$ cat src/rtl/acorn_word_engine.sv
// acorn_word_engine: ACORN-128 state update unrolled W steps per word, with keystream.
// Define ACORN_STEP_CNT_EN to build the 64-bit step counter; otherwise step_cnt is tied to 0.
module acorn_word_engine #(
    parameter int W       = 8,
    parameter int STATE_W = 293
) (
    input  logic               clk,
    input  logic               rst,
    input  logic               load_valid,
    input  logic [STATE_W-1:0] state_in,
    input  logic               in_valid,
    output logic               in_ready,
    input  logic [W-1:0]       in_data,
    input  logic               ca_in,
    input  logic               cb_in,
    input  logic               decrypt,
    output logic               out_valid,
    input  logic               out_ready,
    output logic [W-1:0]       out_data,
    output logic [W-1:0]       out_ks,
    output logic [STATE_W-1:0] state_out,
    output logic [63:0]        step_cnt
);

    if (W != 1 && W != 8 && W != 16 && W != 32) begin : g_bad_w
        $error("acorn_word_engine: W must be 1, 8, 16 or 32");
    end

    if (STATE_W != 293) begin : g_bad_state_w
        $error("acorn_word_engine: STATE_W must be 293");
    end

    function automatic logic maj(input logic a, input logic b, input logic c);
        return (a & b) ^ (a & c) ^ (b & c);
    endfunction

    function automatic logic ch(input logic x, input logic y, input logic z);
        return (x & y) ^ (~x & z);
    endfunction

    logic [STATE_W-1:0] state_q;
    logic               out_valid_q;
    logic [W-1:0]       out_data_q;
    logic [W-1:0]       out_ks_q;

    logic [STATE_W-1:0] nxt_state;
    logic [W-1:0]       nxt_data;
    logic [W-1:0]       nxt_ks;
    logic               ks_b;
    logic               f_b;
    logic               m_b;
    logic               accept;

    // Load wins over a word offered in the same cycle, so the word stays with the producer.
    assign in_ready = ~load_valid & (~out_valid_q | out_ready);
    assign accept   = in_valid & in_ready;

    always_comb begin
        nxt_state = state_q;
        nxt_data  = '0;
        nxt_ks    = '0;
        ks_b      = 1'b0;
        f_b       = 1'b0;
        m_b       = 1'b0;
        for (int j = 0; j < W; j++) begin
            // Taps run high to low so each reads its sources before they change.
            nxt_state[289] = nxt_state[289] ^ nxt_state[235] ^ nxt_state[230];
            nxt_state[230] = nxt_state[230] ^ nxt_state[196] ^ nxt_state[193];
            nxt_state[193] = nxt_state[193] ^ nxt_state[160] ^ nxt_state[154];
            nxt_state[154] = nxt_state[154] ^ nxt_state[111] ^ nxt_state[107];
            nxt_state[107] = nxt_state[107] ^ nxt_state[66] ^ nxt_state[61];
            nxt_state[61]  = nxt_state[61] ^ nxt_state[23] ^ nxt_state[0];

            ks_b = nxt_state[12] ^ nxt_state[154]
                 ^ maj(nxt_state[235], nxt_state[61], nxt_state[193])
                 ^ ch(nxt_state[230], nxt_state[111], nxt_state[66]);

            f_b = nxt_state[0] ^ ~nxt_state[107]
                ^ maj(nxt_state[244], nxt_state[23], nxt_state[160])
                ^ (ca_in & nxt_state[196])
                ^ (cb_in & ks_b);

            // The state always absorbs plaintext, whichever direction we run.
            m_b = in_data[j] ^ (decrypt & ks_b);

            nxt_data[j] = in_data[j] ^ ks_b;
            nxt_ks[j]   = ks_b;
            nxt_state   = {f_b ^ m_b, nxt_state[STATE_W-1:1]};
        end
    end

    always_ff @(posedge clk) begin
        if (!rst) begin
            state_q     <= '0;
            out_valid_q <= 1'b0;
            out_data_q  <= '0;
            out_ks_q    <= '0;
        end else if (load_valid) begin
            state_q     <= state_in;
            out_valid_q <= 1'b0;
        end else if (accept) begin
            state_q     <= nxt_state;
            out_valid_q <= 1'b1;
            out_data_q  <= nxt_data;
            out_ks_q    <= nxt_ks;
        end else if (out_ready) begin
            out_valid_q <= 1'b0;
        end
    end

`ifdef ACORN_STEP_CNT_EN
    logic [63:0] step_cnt_q;

    always_ff @(posedge clk) begin
        if (!rst) begin
            step_cnt_q <= '0;
        end else if (load_valid) begin
            step_cnt_q <= '0;
        end else if (accept) begin
            step_cnt_q <= step_cnt_q + 64'(W);
        end
    end

    assign step_cnt = step_cnt_q;
`else
    assign step_cnt = '0;
`endif

    assign out_valid = out_valid_q;
    assign out_data  = out_data_q;
    assign out_ks    = out_ks_q;
    assign state_out = state_q;

endmodule

$ cat config.mk
export PLATFORM = sky130hd
export DESIGN_NAME = acorn_word_engine
export DESIGN_NICKNAME = d
export VERILOG_FILES = /design/src/rtl/acorn_word_engine.sv
export SDC_FILE = /design/constraint.sdc
export NUM_CORES = 1
export LEC_CHECK = 0
export ABC_AREA = 1
export ABC_CLOCK_PERIOD_IN_PS = 1800
export CAP_MARGIN = 20
export CORE_AREA = 2 2 264 266
export DETAILED_ROUTE_END_ITERATION = 8
export DIE_AREA = 0 0 266 268
export PLACE_DENSITY = 0.6
export SLEW_MARGIN = 25
export SYNTH_ARGS = -nofsm -noshare
export SYNTH_HDL_FRONTEND = slang
export SYNTH_SLANG_ARGS = --single-unit
$ cat constraint.sdc
create_clock -name clk -period 1.8 [get_ports clk]
set_input_delay 0.45 -clock clk [delete_from_list [all_inputs] [get_ports clk]]
set_output_delay 0.45 -clock clk [all_outputs]
set_load 0.05 [all_outputs]
==> reports/qor.log, run 1 <==
INFO  run_status     outcome=finished with violations
INFO  run_status     failed_checks=setup timing
INFO  finish         numnets_final=3471
INFO  logic_synthesis netlist-cell-type-count=36
INFO  global_routing gr-total-overflow=0
INFO  sta            fin_ws=-0.107ns
INFO  logic_synthesis synth_top_flop_cell=sky130_fd_sc_hd__dfxtp_1
INFO  floorplanning  floorplan.die.width=266µm
INFO  routing        detailedRoute.firstIterationViolations=1155
INFO  cts            clock-sinks=310
INFO  logic_synthesis synth_sequential_area_ratio=39.0%
INFO  routing        drt-wirelength-per-cell=22.2µm
INFO  global_routing antenna_found_initial=6
INFO  pwr            p_leak=12.5nW
INFO  finish         stdcell_count=4075
INFO  critical_path  cp.required=2.29ns
INFO  critical_path  critical_path.max_fanout=15
INFO  logic_synthesis share_of_synthesized_cell_area_in_full_adder_half_adder_and_majority_cells=0%
INFO  cts            worst_setup_hold_path_clk_slew=0.07ns
INFO  routing        detail_route.wirelength.met1=36.8mm
INFO  critical_path  r2r_path_start=out_valid$_SDFFE_PP0P_
INFO  routing        drt_first_pass_iters=7
INFO  logic_synthesis synth_enable_flop_cells=0
INFO  sta            layout_min_cycle_time=1.91ns
INFO  finish         ratio_of_cells_with_drive_above_1_in_the_final_layout=35.8%
INFO  pwr            vdd_ir_drop_max=0.000655V
INFO  hold_path      hold_path_startpoint=load_valid
INFO  pwr            powerDensity=840mW/mm²
INFO  global_routing grt.total_usage=23.2%
INFO  logic_synthesis yosys_warnings=0
INFO  critical_path  worst-setup-path-type=reg2reg
INFO  cts            number_of_buffers_inserted_during_clock_tree_synthesis=40
INFO  routing        post_drt_antenna_nets=0
INFO  floorplanning  initial_core_util=23.3%
INFO  critical_path  rr_worst_depth=10
INFO  critical_path  worstSetupEndpointType=flop
INFO  placed_design  io_buffers=619
INFO  global_routing grt_first_pass_wirelength=122mm
INFO  finish         num-fill-cells=6840
INFO  routing        highest-signal-layer=met5
INFO  placed_design  place.detailed.instances=3942
INFO  cts            worstSkewPairLatency=0.58ns
INFO  hold_path      min_path_type=in2reg
INFO  routing        vias_per_cell=4.80
INFO  logic_synthesis synth.ff_latch_count=310
INFO  cts            cts_hold_buf=0
INFO  logic_synthesis synth-async-reset-ratio=0%
INFO  sta            worst_hold_margin=0.318ns
INFO  routing        met3RoutedLength=6.28mm
INFO  logic_synthesis yosys-top-cells-area=sky130_fd_sc_hd__dfxtp_1 39%, sky130_fd_sc_hd__nand2_1 20%, sky130_fd_sc_hd__a22oi_1 9.3%, sky130_fd_sc_hd__a21oi_1 6.3%, sky130_fd_sc_hd__nand3_1 4.6%
INFO  critical_path  crit_start=out_valid$_SDFFE_PP0P_
INFO  logic_synthesis yosys.area.top_type_share=39.0%
INFO  logic_synthesis synth_xor_area_share=2.26%
INFO  sta            slew_viol_final=0
INFO  floorplanning  rows=96
INFO  logic_synthesis synthesized_area_fraction_occupied_by_ao_oa_aoi_and_oai_cells=21.0%
INFO  logic_synthesis synthCells=2297
INFO  cts            cts_buffer_depth=3
INFO  finish         cell_area_after_layout=0.0292mm²
INFO  global_routing grt_pass1_vias=18400
INFO  routing        vias=19600
INFO  cts            tritoncts=built
INFO  sta            final_min_period_over_clock_period=106%
INFO  cts            h-tree-depth=2
INFO  cts            cts_root_buffer=sky130_fd_sc_hd__clkbuf_16
INFO  floorplanning  num_io_pins=684
INFO  routing        detailroute.wirelength.met2=44.9mm
INFO  finish         seq_area=0.00641mm²
INFO  hold_path      hold-path-cell-count=4
INFO  global_routing grt_max_degree=49
INFO  logic_synthesis synth_simple_gate_area_share=27.0%
INFO  sta            setup_viol_count_final=136
INFO  logic_synthesis dominant_combinational_cell_family_by_area_after_synthesis=simple AND/OR/NAND/NOR gates
INFO  critical_path  worstPathArrival=2.40ns
INFO  routing        remaining_drc_errors=0
INFO  placed_design  detailed_placer_s_ending_hpwl=69.1mm
INFO  logic_synthesis yosys-mux-area-fraction=0%
INFO  critical_path  critPathLaunchType=flop
INFO  logic_synthesis synth_top_area_cell=sky130_fd_sc_hd__dfxtp_1
INFO  sta            max_clock_freq=524MHz
INFO  sta            grt_setup_unrepaired=true
INFO  finish         synthesis_to_finish_area_growth=83.6%
INFO  sta            clock-skew-final=0.0212ns
INFO  floorplanning  chipHeight=268µm
INFO  logic_synthesis synthesis.area=0.0159mm²
INFO  floorplanning  die-area=0.0713mm²
INFO  placed_design  place.gp.congestion=0.894
INFO  run            drv_cap=0
INFO  floorplanning  floorplan.core_area=0.0682mm²
INFO  sta            finalHoldViolCount=0
INFO  finish         multi_input_comb_area=0.00927mm²
INFO  routing        detail_route.wirelength=90.3mm
INFO  logic_synthesis synthesis.area_per_instance=6.93µm²
INFO  placed_design  dpl-instance-area=0.0258mm²
## worst paths after layout
kind | endpoint | slack, ns
worst max-delay path | state_out[226]$_SDFFE_PN0P_ | -0.11
worst min-delay path | state_out[150]$_SDFFE_PN0P_ | 0.32
worst max register to register | state_out[226]$_SDFFE_PN0P_ | -0.11
worst min register to register | state_out[259]$_SDFFE_PN0P_ | 0.48
## synth_stat cells (14+ instances only)
library cell / n
sky130_fd_sc_hd__clkbuf_1: 73
sky130_fd_sc_hd__o21ai_0: 16
sky130_fd_sc_hd__nand3_1: 147
sky130_fd_sc_hd__buf_4: 70
sky130_fd_sc_hd__inv_1: 130
sky130_fd_sc_hd__dfxtp_1: 310
sky130_fd_sc_hd__a21oi_1: 200
sky130_fd_sc_hd__xor2_1: 21
sky130_fd_sc_hd__nor2_1: 14
sky130_fd_sc_hd__nand2_2: 20
sky130_fd_sc_hd__xnor2_1: 20
sky130_fd_sc_hd__buf_2: 64
sky130_fd_sc_hd__a31oi_1: 91
sky130_fd_sc_hd__a22oi_1: 197
sky130_fd_sc_hd__inv_2: 19
sky130_fd_sc_hd__o211ai_1: 14
sky130_fd_sc_hd__nand2_1: 846
## per-layer routing
metal | up-vias | global-route usage, %
met5 | - | 0
met3 | 122 | 5.59
met1 | 9349 | 28.1
met2 | 764 | 40.9
li1 | 9334 | -
met4 | 4 | 6.19
## area by class of cell
cell class	count	share of cell area, %
repair buffers	971	36.2
multi-input cells	1690	31.7
flip-flops and latches	310	21.9
clock buffers	56	3.87
well taps	882	3.78
inverters	149	2.05
clock inverters	14	0.398
diodes	3	0.0257
## kinds of logic after synthesis
group,count (synthesis)
other,1
XOR/XNOR,41
flip-flops,310
AO/OA/AOI/OAI,531
buffers and inverters,360
AND/OR/NAND/NOR,1054
## metrics by stage
stage	TNS (ns)	util (%)	setup slack, ns	power (mW)
floorplan	-1.34	-	-0.0377	12.2
global placement	-93.96	37.9	-0.415	15.9
detailed placement	-99.48	37.9	-0.427	15.9
CTS	-0.00157	40.2	-0.00157	24.2
global route	-22.43	42.8	-0.176	25.6
finish	-5.33	42.8	-0.107	24.6
## cells in the final DEF, fill, tap and decap left out, types with 35 or more instances in the layout
cell and count:
sky130_fd_sc_hd__nand2_1 710, sky130_fd_sc_hd__clkdlybuf4s50_1 306, sky130_fd_sc_hd__buf_4 451, sky130_fd_sc_hd__conb_1 64, sky130_fd_sc_hd__a21oi_2 64, sky130_fd_sc_hd__a31oi_1 89
sky130_fd_sc_hd__dfxtp_1 227, sky130_fd_sc_hd__dfxtp_4 42, sky130_fd_sc_hd__a21oi_1 139, sky130_fd_sc_hd__a22oi_1 196, sky130_fd_sc_hd__clkbuf_16 57, sky130_fd_sc_hd__inv_2 35
sky130_fd_sc_hd__nand3_2 50, sky130_fd_sc_hd__dfxtp_2 41, sky130_fd_sc_hd__buf_12 161, sky130_fd_sc_hd__inv_1 106, sky130_fd_sc_hd__nand2_2 135, sky130_fd_sc_hd__nand3_1 99
## report_power, final
group          switching, mW  internal, mW
registers              0.629          7.33
clock network           3.41          4.54
logic                   5.07          3.58
total                   9.11          15.5
## critical path: stages, from the launching register on
cell and delay (ns):
sky130_fd_sc_hd__dfxtp_2 0.36, sky130_fd_sc_hd__a21oi_4 0.07, sky130_fd_sc_hd__buf_6 0.12, sky130_fd_sc_hd__nand2_8 0.08
sky130_fd_sc_hd__clkinv_8 0.08, sky130_fd_sc_hd__nor2_4 0.37, sky130_fd_sc_hd__buf_12 0.18, sky130_fd_sc_hd__clkbuf_16 0.16
sky130_fd_sc_hd__clkbuf_16 0.18, sky130_fd_sc_hd__nand2_1 0.07, sky130_fd_sc_hd__a31oi_1 0.13
## registers in the layout (all words and copies together) (netlist names)
signal	flops
out_valid	1
state_out	293
out_data	8
out_ks	8
## what timing repair did
item	4_1_cts	5_1_grt
cloned	0	16
setup buffers	11	34
resized for setup	101	307
hold endpoints to repair	0	0
endpoints found under the setup margin	49	35
pin swaps	15	185
(Power assumes the default switching activity.)
==> run 2: changes to the inputs <==
- CORE_AREA: 2 2 264 266 -> 2 2 263 265
- DIE_AREA: 0 0 266 268 -> 0 0 265 267
- PLACE_DENSITY: 0.6 -> 0.61
==> run 2 against run 1 <==
Critical path depth rose by 5; the run still ends with setup timing left; fmax grew 2.4%; die area down 0.75%; power rose by 0.66%; critical endpoint is now state_out[288]$_SDFFE_PN0P_; sequential power barely moved.
==> reports/qor.log, run 2 (synthesis results as in run 1) <==
INFO  routing        post_drt_antenna_nets=0
INFO  critical_path  crit_start=state_out[199]$_SDFFE_PN0P_
INFO  routing        detail_route.wirelength=86.6mm
INFO  finish         cell_area_after_layout=0.0287mm²
INFO  floorplanning  chipHeight=267µm
INFO  sta            worst_hold_margin=0.409ns
INFO  critical_path  critical_path.max_fanout=6
INFO  critical_path  critPathLaunchType=flop
INFO  sta            relSlewSlack=65.5%
INFO  critical_path  worstSetupEndpointType=flop
INFO  sta            grt_setup_unrepaired=true
INFO  finish         seq_area=0.00641mm²
INFO  floorplanning  die-area=0.0708mm²
INFO  critical_path  critical_path_cell_by_cell=buf_6 > xor2_1 > nand2_1 > nand3_1 > nand2_1 > nand2_2 > nand2_2 > nand2_2 > nand2_4 > nand2_2 > nand2_2 > nand2_2 > nand3_2 > nand2_1 > a21oi_1
INFO  sta            fin_ws=-0.0613ns
INFO  critical_path  r2r_setup_slk=-0.06ns
INFO  cts            cts_root_buffer=sky130_fd_sc_hd__clkbuf_16
INFO  finish         most_common_library_cell_in_the_layout_ignoring_fill_and_taps=sky130_fd_sc_hd__nand2_1
INFO  sta            finalSetupTns=-0.106ns
INFO  finish         largest_reg_flops=293
INFO  finish         stdcell_count=4073
INFO  finish         numnets_final=3469
INFO  run            drv_cap=0
INFO  critical_path  r2r_path_start=state_out[199]$_SDFFE_PN0P_
INFO  finish         multi_input_comb_area=0.00911mm²
INFO  global_routing grt_pass1_vias=18200
INFO  sta            setup_viol_count_final=4
INFO  routing        detailedRoute.firstIterationViolations=1166
INFO  hold_path      hold_path_startpoint=out_ready
INFO  floorplanning  floorplan.core_area=0.0680mm²
INFO  finish         layout.cells.most_common_list=717 x sky130_fd_sc_hd__nand2_1, 478 x sky130_fd_sc_hd__buf_4, 305 x sky130_fd_sc_hd__clkdlybuf4s50_1, 226 x sky130_fd_sc_hd__dfxtp_1, 197 x sky130_fd_sc_hd__a22oi_1
INFO  placed_design  io_buffers=619
INFO  sta            tightestPinTransition=0.518ns
INFO  global_routing gr-total-overflow=0
INFO  routing        drt_first_pass_iters=5
INFO  critical_path  worstPathBufferInverterCount=1
INFO  finish         finalCoreUtilization=42.3%
INFO  floorplanning  floorplan.die.width=265µm
INFO  floorplanning  num_io_pins=684
INFO  routing        remaining_drc_errors=0
INFO  sta            layout_min_cycle_time=1.86ns
INFO  global_routing grt.total_usage=22.9%
INFO  cts            clock-sinks=310
INFO  placed_design  detailed_placer_s_ending_hpwl=68.1mm
INFO  placed_design  place_ws=-0.510ns
INFO  sta            slew_viol_final=0
INFO  routing        vias_per_cell=4.78
INFO  critical_path  crit_path_top_delay_cell=sky130_fd_sc_hd__dfxtp_4
INFO  floorplanning  initial_core_util=23.4%
INFO  critical_path  worstPathArrival=2.36ns
INFO  placed_design  dpl-instance-area=0.0259mm²
INFO  critical_path  worst-setup-path-type=reg2reg
INFO  pwr            vdd_ir_drop_max=0.000558V
INFO  sta            max_clock_freq=537MHz
INFO  floorplanning  rows=96
INFO  critical_path  cp.required=2.30ns
INFO  cts            worst_setup_hold_path_clk_slew=0.06ns
INFO  cts            cts_buffer_depth=3
INFO  pwr            p_leak=12.4nW
INFO  cts            tritoncts=built
INFO  finish         num-fill-cells=6814
INFO  sta            final_min_period_over_clock_period=103%
INFO  finish         synthesis_to_finish_area_growth=80.5%
INFO  placed_design  place.detailed.instances=3959
INFO  critical_path  critical_path.top_delay_family=simple AND/OR/NAND/NOR gates
INFO  critical_path  timing.critical_path.mode_cell=sky130_fd_sc_hd__nand2_2
INFO  hold_path      min_path_type=in2reg
INFO  global_routing antenna_found_initial=3
INFO  run_status     outcome=finished with violations
INFO  run_status     failed_checks=setup timing
INFO  cts            h-tree-depth=2
INFO  global_routing grt_first_pass_wirelength=120mm
INFO  cts            worstSkewPairLatency=0.56ns
INFO  sta            clock-skew-final=0.0122ns
INFO  pwr            powerDensity=861mW/mm²
INFO  global_routing grt_max_degree=78
INFO  routing        vias=19500
INFO  routing        drt-wirelength-per-cell=21.3µm
INFO  placed_design  place.gp.congestion=0.901
INFO  sta            finalHoldViolCount=0
INFO  finish         ratio_of_cells_with_drive_above_1_in_the_final_layout=34.3%
INFO  critical_path  cp_slowest_stage_delay=0.37ns
INFO  pwr            design_power_total=24.7mW
INFO  cts            number_of_buffers_inserted_during_clock_tree_synthesis=39
-- run 2: final timing paths --
kind	end	cells after the start
worst max-delay path	state_out[288]$_SDFFE_PN0P_	15
worst min-delay path	out_valid$_SDFFE_PP0P_	4
worst max register to register	state_out[288]$_SDFFE_PN0P_	15
worst min register to register	state_out[259]$_SDFFE_PN0P_	2
-- run 2: power breakdown --
part           switching [mW]  total [mW]  internal, mW
Combinational            5.02        8.52          3.51
Sequential              0.639        7.97          7.33
Clock                    3.28        8.23          4.95
-- run 2: what timing repair did --
item / CTS / global route
hold buffers: 0 / 0
buffers inserted: 16 / 22
gates resized for setup: 100 / 250
gates cloned: 0 / 4
pin swaps: 27 / 104
setup endpoints to repair: 42 / 30
-- run 2: layer usage --
layer / wire, µm / up-vias / track usage (%)
met5: 0 / - / 0
li1: - / 9315 / -
met4: 2900 / 0 / 6.98
met1: 35500 / 9238 / 27.9
met3: 5840 / 140 / 4.95
met2: 42400 / 772 / 40.1
-- run 2: worst min-delay path, stage by stage --
cell,delay (ns)
sky130_fd_sc_hd__dlygate4sd2_1,0.22
sky130_fd_sc_hd__inv_2,0.06
sky130_fd_sc_hd__a21oi_1,0.14
sky130_fd_sc_hd__nor3_1,0.06
-- run 2: layout make-up --
cell class | count | share of cell area, %
tap | 882 | 3.84
clock buffer | 55 | 4.06
clock inverter | 15 | 0.566
timing repair buffer | 970 | 35.4
sequential | 310 | 22.3
multi-input combinational | 1690 | 31.7
antenna | 2 | 0.0174
inverter | 149 | 2.12
